`src/rtl/mem_arbiter_pkg.sv`:
```
// Shared CPU definitions for the memory arbiter.
// Word width, arbiter states and latency helpers.
package mem_arbiter_pkg;

    localparam int WORD_W = 16;
    localparam int LAT_W  = 3;

    typedef logic [WORD_W-1:0] word_t;

    typedef enum logic [1:0] {
        IDLE,
        IF_WAIT,
        D_WAIT
    } arb_state_t;

    // Counter preset: writes finish next cycle, reads after lat cycles.
    function automatic logic [LAT_W-1:0] lat_preset(
        input logic we,
        input int   lat
    );
        if (we) begin
            return '0;
        end
        return LAT_W'(lat - 1);
    endfunction

endpackage

```
`src/rtl/mem_arbiter_lat_cnt.sv`:
```
// Access latency down-counter for the memory arbiter.
// expire is high whenever the count has reached zero.
module arb_lat_cnt
    import mem_arbiter_pkg::*;
(
    input  logic             clk,
    input  logic             rst,
    input  logic             load,
    input  logic [LAT_W-1:0] load_val,
    input  logic             tick,
    output logic             expire
);

    logic [LAT_W-1:0] cnt_q;
    logic [LAT_W-1:0] cnt_d;

    // Load on grant, otherwise count down to zero while ticking
    always_comb begin
        cnt_d = cnt_q;
        if (load) begin
            cnt_d = load_val;
        end else if (tick && (cnt_q != '0)) begin
            cnt_d = cnt_q - LAT_W'(1);
        end
    end

    // Counter register
    always_ff @(posedge clk) begin
        if (rst) begin
            cnt_q <= '0;
        end else begin
            cnt_q <= cnt_d;
        end
    end

    assign expire = (cnt_q == '0);

endmodule

```
`src/rtl/mem_arbiter.sv`:
```
// Fetch/data arbiter for a single-port unified memory.
// Define MEMARB_PERF_EN to add the wait-cycle counters.
module mem_arbiter
    import mem_arbiter_pkg::*;
#(
    parameter int MEM_LAT = 2
) (
    input  logic              clk,
    input  logic              rst,
    input  logic              hlt,
    input  logic              if_valid,
    input  logic [WORD_W-1:0] if_addr,
    output logic              if_ready,
    output logic              if_done,
    output logic [WORD_W-1:0] if_rdata,
    input  logic              d_valid,
    input  logic              d_we,
    input  logic [WORD_W-1:0] d_addr,
    input  logic [WORD_W-1:0] d_wdata,
    output logic              d_ready,
    output logic              d_done,
    output logic [WORD_W-1:0] d_rdata,
    output logic              mem_en,
    output logic              mem_we,
    output logic [WORD_W-1:0] mem_addr,
    output logic [WORD_W-1:0] mem_wdata,
    input  logic [WORD_W-1:0] mem_rdata,
    output logic              stall
`ifdef MEMARB_PERF_EN
    ,
    output logic [WORD_W-1:0] if_wait_cnt,
    output logic [WORD_W-1:0] d_wait_cnt
`endif
);

    arb_state_t       state_q;
    arb_state_t       state_d;
    logic             last_d_q;
    logic             last_d_d;
    logic             we_q;
    logic             we_d;
    logic             idle;
    logic             if_elig;
    logic             d_gnt;
    logic             if_gnt;
    logic             expire;
    logic             done_ok;
    logic             lat_load;
    logic [LAT_W-1:0] lat_val;

    assign idle     = (state_q == IDLE);
    assign if_elig  = if_valid & ~hlt;
    // Data wins unless it also won last time and a fetch is waiting.
    assign d_gnt    = idle & ~rst & d_valid
                    & ~(last_d_q & if_elig);
    assign if_gnt   = idle & ~rst & if_elig & ~d_gnt;
    assign done_ok  = ~idle & expire & ~rst;
    assign lat_load = d_gnt | if_gnt;
    assign lat_val  = lat_preset(d_gnt & d_we, MEM_LAT);

    arb_lat_cnt u_lat (
        .clk      (clk),
        .rst      (rst),
        .load     (lat_load),
        .load_val (lat_val),
        .tick     (~idle),
        .expire   (expire)
    );

    // Next state, grant-cycle memory drive and completion outputs
    always_comb begin
        state_d   = state_q;
        last_d_d  = last_d_q;
        we_d      = we_q;
        if_ready  = if_gnt;
        d_ready   = d_gnt;
        mem_en    = lat_load;
        mem_we    = d_gnt & d_we;
        mem_addr  = '0;
        mem_wdata = '0;
        if_done   = 1'b0;
        d_done    = 1'b0;
        if_rdata  = '0;
        d_rdata   = '0;
        unique case (state_q)
            IDLE: begin
                if (d_gnt) begin
                    state_d   = D_WAIT;
                    last_d_d  = 1'b1;
                    we_d      = d_we;
                    mem_addr  = d_addr;
                    mem_wdata = d_we ? d_wdata : '0;
                end else if (if_gnt) begin
                    state_d  = IF_WAIT;
                    last_d_d = 1'b0;
                    we_d     = 1'b0;
                    mem_addr = if_addr;
                end
            end
            IF_WAIT: begin
                if_done  = done_ok;
                if_rdata = done_ok ? mem_rdata : '0;
                if (expire) begin
                    state_d = IDLE;
                end
            end
            D_WAIT: begin
                d_done  = done_ok;
                d_rdata = (done_ok & ~we_q) ? mem_rdata : '0;
                if (expire) begin
                    state_d = IDLE;
                end
            end
            default: begin
                state_d = IDLE;
            end
        endcase
    end

    // State, priority history and access-type registers
    always_ff @(posedge clk) begin
        if (rst) begin
            state_q  <= IDLE;
            last_d_q <= 1'b0;
            we_q     <= 1'b0;
        end else begin
            state_q  <= state_d;
            last_d_q <= last_d_d;
            we_q     <= we_d;
        end
    end

    assign stall = (d_valid & ~d_ready)
                 | ((state_q == D_WAIT) & ~d_done);

`ifdef MEMARB_PERF_EN
    logic [WORD_W-1:0] if_wait_q;
    logic [WORD_W-1:0] if_wait_d;
    logic [WORD_W-1:0] d_wait_q;
    logic [WORD_W-1:0] d_wait_d;

    // Saturating increments for requests left waiting this cycle
    always_comb begin
        if_wait_d = if_wait_q;
        d_wait_d  = d_wait_q;
        if (if_valid & ~if_ready & ~(&if_wait_q)) begin
            if_wait_d = if_wait_q + WORD_W'(1);
        end
        if (d_valid & ~d_ready & ~(&d_wait_q)) begin
            d_wait_d = d_wait_q + WORD_W'(1);
        end
    end

    // Wait-cycle counter registers
    always_ff @(posedge clk) begin
        if (rst) begin
            if_wait_q <= '0;
            d_wait_q  <= '0;
        end else begin
            if_wait_q <= if_wait_d;
            d_wait_q  <= d_wait_d;
        end
    end

    assign if_wait_cnt = if_wait_q;
    assign d_wait_cnt  = d_wait_q;
`endif

endmodule

```
`config.mk`:
```
export PLATFORM = sky130hd
export DESIGN_NAME = mem_arbiter
export DESIGN_NICKNAME = d
export VERILOG_FILES = /design/src/rtl/mem_arbiter_pkg.sv /design/src/rtl/mem_arbiter_lat_cnt.sv /design/src/rtl/mem_arbiter.sv
export SDC_FILE = /design/constraint.sdc
export NUM_CORES = 1
export LEC_CHECK = 0
export CORE_MARGIN = 5
export CORE_UTILIZATION = 26
export CTS_CLUSTER_SIZE = 40
export DETAILED_ROUTE_END_ITERATION = 6
export GPL_TIMING_DRIVEN = 0
export PLACE_DENSITY = 0.95
export SLEW_MARGIN = 20
export SYNTH_ARGS = -nofsm -noshare
export SYNTH_HDL_FRONTEND = slang
export SYNTH_SLANG_ARGS = --single-unit
```
`constraint.sdc`:
```
create_clock -name clk -period 4.34 [get_ports clk]
set_input_delay 0.651 -clock clk [delete_from_list [all_inputs] [get_ports clk]]
set_output_delay 0.651 -clock clk [all_outputs]
set_load 0.01 [all_outputs]
```
Word level (Yosys, flattened, before mapping)

Cells that the tools add are included.

Output and inout port bits: 71
Flip-flop bits (word level): 7

Eq/ne operators: 4
Multiplexer cells: 24
Reduce and logical (&&, ||, !) cells: 9
Add/subtract/negate cells: 1
Bitwise operators: 22

Operator list:

| cell                  | number |
|---|---|
| $mux W16              | 10 |
| $and A1 B1 Y1         | 13 |
| $mux W3               | 4 |
| $not A1 Y1            | 7 |
| $mux W1               | 6 |
| $mux W2               | 3 |
| $pmux W2 S2           | 1 |
| $reduce_and A2 Y1     | 2 |
| $reduce_bool A2 Y1    | 2 |
| $logic_not A3 Y1      | 1 |
| $ne A3 B2 Y1 const B  | 1 |
| $reduce_bool A3 Y1    | 1 |
| $sub A3 B1 Y3 const B | 1 |
| $eq A2 B1 Y1 const B  | 1 |
| $eq A2 B2 Y1 const B  | 1 |
| $logic_not A2 Y1      | 1 |
| $ne A2 B1 Y1 const B  | 1 |
| $or A1 B1 Y1          | 2 |
| $reduce_or A2 Y1      | 1 |
| $logic_and A1 B1 Y1   | 1 |

Longest topological paths before layout

Word-level depth: 10
Depth in mapped cells: 8
Gate-level depth less buffers: 7

By module

A second synthesis with hierarchy kept.

Cell total of the unflattened synthesis: 132
Area, all modules: 988.4 um^2

By module, submodules not included:

| module      | area an instance (um^2) | sequential area each (um^2) | cells an instance | instances |
|---|---|---|---|---|
| mem_arbiter | 805.8                   | 80.1                        | 111               | 1 |
| arb_lat_cnt | 182.7                   | 60.1                        | 21                | 1 |

Worst setup path before layout

Ideal clock, no wire load.

Path kind: input to output
From: input hlt
To: output mem_addr[10]
Data required time: 3.689 ns
Path slack: 2.087 ns
Buffers on the path: 1
Arrival: 1.602 ns
Stages on the path: 5
Cell sequence: and2b_1 > o21ai_0 > nor2_2 > buf_4 > a22o_1

Word-level cells in the longest chain between the ends: 10
Elaborated cells on any way between the ends: 11
Those cells by class: mux: 3; bitwise: 8

RTL lines:

| what               | line              | text |
|---|---|---|
| start: declaration | mem_arbiter.sv:10 | `input logic hlt,` |
| $not A1 Y1 *       | mem_arbiter.sv:52 | `assign if_elig = if_valid & ~hlt;` |
| $and A1 B1 Y1 *    | mem_arbiter.sv:52 |  |
| $and A1 B1 Y1      | mem_arbiter.sv:55 | `& ~(last_d_q & if_elig);` |
| $not A1 Y1         | mem_arbiter.sv:55 |  |
| $and A1 B1 Y1      | mem_arbiter.sv:55 |  |
| $not A1 Y1         | mem_arbiter.sv:56 | `assign if_gnt = idle & ~rst & if_elig & ~d_gnt;` |
| $and A1 B1 Y1 *    | mem_arbiter.sv:56 |  |
| net if_ready       | mem_arbiter.sv:13 | `output logic if_ready,` |
| $mux W16 *         | mem_arbiter.sv:93 | `end else if (if_gnt) begin` |
| $mux W16 *         | mem_arbiter.sv:87 | `if (d_gnt) begin` |
| $mux W16 *         | mem_arbiter.sv:85 | `unique case (state_q)` |
| end: declaration   | mem_arbiter.sv:25 | `output logic [WORD_W-1:0] mem_addr,` |

Mark *: on every way through the listed nets, which the timed path passes. The rest lies on a longest branch.

Worst setup path after layout

From: input rst
To: output mem_wdata[0]

Word-level cells in the longest chain between the ends: 6

RTL lines:

| what                       | line              | text |
|---|---|---|
| start: declaration         | mem_arbiter.sv:9  | `input logic rst,` |
| $not A1 Y1                 | mem_arbiter.sv:54 | `assign d_gnt = idle & ~rst & d_valid` |
| $and A1 B1 Y1 (2 in a row) | mem_arbiter.sv:54 |  |
| $and A1 B1 Y1              | mem_arbiter.sv:55 |  |
| $mux W16                   | mem_arbiter.sv:87 |  |
| $mux W16                   | mem_arbiter.sv:85 |  |
| end: declaration           | mem_arbiter.sv:26 | `output logic [WORD_W-1:0] mem_wdata,` |

Every way passes these cells.

==> impl_metrics.toml <==
[finish]
insertedDiodeCount = 0
synthToLayoutAreaGrowth_pct = 155
fillers = 314
nets = 346
drive_above_1_share = 0.0704
final_cell_area_um2 = 2480

[clocking]
worstSkewPairLatency_ns = 0.23
cts_buffers = 3
cts.clk_slew.worst_paths_ns = 0.05
cts_resized = 0
h-tree-depth = 1
clk_path_buf_depth = 2
cts_setup_buffers = 0
cts_root_buf = "clkbuf_8"
cts_hold_buf = 0
cts_tree = "yes"
cts.sinks = 7

[yosys]
yosys-top-cells-area = "and2_1 20%, a22o_1 14%, dfxtp_1 14%, and3_1 10%, ha_1 6.4%"
synth_top_family_by_area = "simple AND/OR/NAND/NOR gates"
yosysMostFrequentCell = "and2_1"
muxShareOfSynthArea = 0.0103
synthArstFlopShare = 0
synthCells = 126
synth_simple_gate_area_frac = 0.449
synth_cell_types = 33
avgSynthCellArea_um2 = 7.73
netlist_top_cells_count = "31 x and2_1, 16 x a22o_1, 16 x and3_1, 7 x dfxtp_1, 6 x inv_1"
ys_seq_area_frac = 0.144
synth_xor_area_frac = 0
synth_compound_area_frac = 0.244
synth_top_cell_by_area = "and2_1"
synth_fa_ha_area_frac = 0.0643
ys_ff_latch = 7
synth_top_cell_area_share = 0.199
synth.net_count = 201
syn-cell-area_um2 = 973
ys.flop_type = "dfxtp_1"
yosys_warnings = 0
synth-edff-count = 0

[routing]
m1WireLength_um = 1820
drt_iter0_markers = 26
top_layer_used = "met4"
drc = 0
via_count = 1469
firstDrtPassIters = 4
detail_route.wl_per_cell_um = 15.1
ant_nets = 0
viasPerCell = 4.62
routed_wl_um = 4810
route.met3.wl_um = 455
wl_met2_um = 2470

[grt]
grt_antenna_before_repair = 0
first_global_vias = 1411
grt_pass1_wl_um = 7170
grt_overflow = 0
grt_use_total = 0.174
grt_max_degree = 11

[timing]
fin_skew_ns = 0.00661
max_freq_mhz = 295
worst_pin_slew_ns = 0.335
slew_headroom = 0.777
finalCritPeriodShare = 0.780
rsz0062_at_grt = "no"
slew_viol_final = 0
finalSetupViolCount = 0
layout_setup_ws_ns = 0.954
fin_tns_setup_ns = 0
finalHoldViolCount = 0
period_minus_slack_ns = 3.39

[placed_design]
dpl_cell_area_um2 = 2430
place_hpwl_um = 4220
portBuffers = 140
dp_slack_ns = 0.964
routabilityCongestion = 0.851

[floorplan]
die_area_um2 = 5070
coreArea_um2 = 3630
num_io_pins = 141
die_h_um = 71.2
dieWidth_um = 71.2
initial_core_util = 0.268
std_cell_rows = 22

[power]
peakVddDrop_v = 0.000156
leakagePower_uw = 0.00103
pwr_density_cell_nw_per_um2 = 155
power_uw = 385

[run]
maxCapViolCount = 0

[status]
status = "finished, final reports clean"

[worst_setup_path]
endpoint_kind = "primary output"
critPathLaunchType = "primary input"
worstRegToRegCells = 8
crit_required_ns = 3.69
critPathMaxFanout = 10
arrival_ns = 2.73
worstSetupPathType = "primary input to primary output"

[hold_path]
hp-class = "register to register"
holdPathStages = 2
placed cells by master (no fill, tap or decap), drive strengths merged:
cell             n
clkdlybuf4s50  140
and2            33
and3            18
a22o            16
dfxtp            7
inv              6
nor2             6
buf              6
clkbuf           6
ha               5
o21ai            3
nand2b           3
a211oi           3
and2b            2
a21oi            2
nand2            2
a21o             2
nor2b            2
or3              1
nor3             1
o2bb2ai          1
a31oi            1
or4              1
o31ai            1
mux2i            1
clkinv           1
metrics by stage:
step / std cells / hold WS, ns / util
after floorplan: 126 / 0.477 / -
after global routing: 318 / 0.530 / 0.683
after detailed placement: 314 / 0.501 / 0.670
final: 318 / 0.505 / 0.683
after CTS: 318 / 0.507 / 0.683
after global placement: 314 / 0.485 / 0.670
registers in the layout, indices dropped and copies added, names as in the netlist:
register     cells
state_q          2
last_d_q         1
we_q             1
u_lat.cnt_q      3
worst paths after layout:
kind | from | end | slack (ns)
min reg2reg | u_lat.cnt_q[1]$_SDFFE_PP0P_ | u_lat.cnt_q[1]$_SDFFE_PP0P_ | 0.50
min | u_lat.cnt_q[1]$_SDFFE_PP0P_ | u_lat.cnt_q[1]$_SDFFE_PP0P_ | 0.50
max | rst | mem_wdata[0] | 0.95
max reg2reg | state_q[0]$_SDFFE_PP0P_ | state_q[1]$_SDFFE_PP0P_ | 2.73
kinds of logic after synthesis:
kind of cell | after synthesis
DFF | 7
muxes | 1
buffers and inverters | 15
adders and majority gates | 5
AOI/OAI and AO/OA | 29
and+or+nand+nor | 69
worst max-delay path: stages:
cell             delay, ns
clkdlybuf4s50_1       0.52
nand2b_4              0.22
a211oi_4              0.26
clkbuf_1              0.32
and3_1                0.22
clkdlybuf4s50_1       0.54
per-layer routing:
metal,up-vias,global-route usage
met4,0,0.0438
met1,647,0.180
met5,-,0
met2,81,0.337
li1,734,-
met3,7,0.0497
report_power, final:
| group | switching, uW | total (uW) | leakage, uW | internal [uW] |
|---|---|---|---|---|
| Clock | 31.9 | 94.3 | 0.0000255 | 62.4 |
| Sequential | 5.08 | 76.3 | 0.0000574 | 71.3 |
| Combinational | 80.6 | 214 | 0.000945 | 134 |
| Total | 118 | 385 | 0.00103 | 267 |
cell type report:
class	instances	area (um2)	area share
timing repair buffer	140	1400	0.565
multi-input combinational	104	747	0.301
sequential	7	140	0.0565
buffer	9	63.8	0.0257
tap	48	60.1	0.0242
clock buffer	3	41.3	0.0166
inverter	6	22.5	0.00908
clock inverter	1	5.00	0.00202
Power figures use the tool's default switching activity.
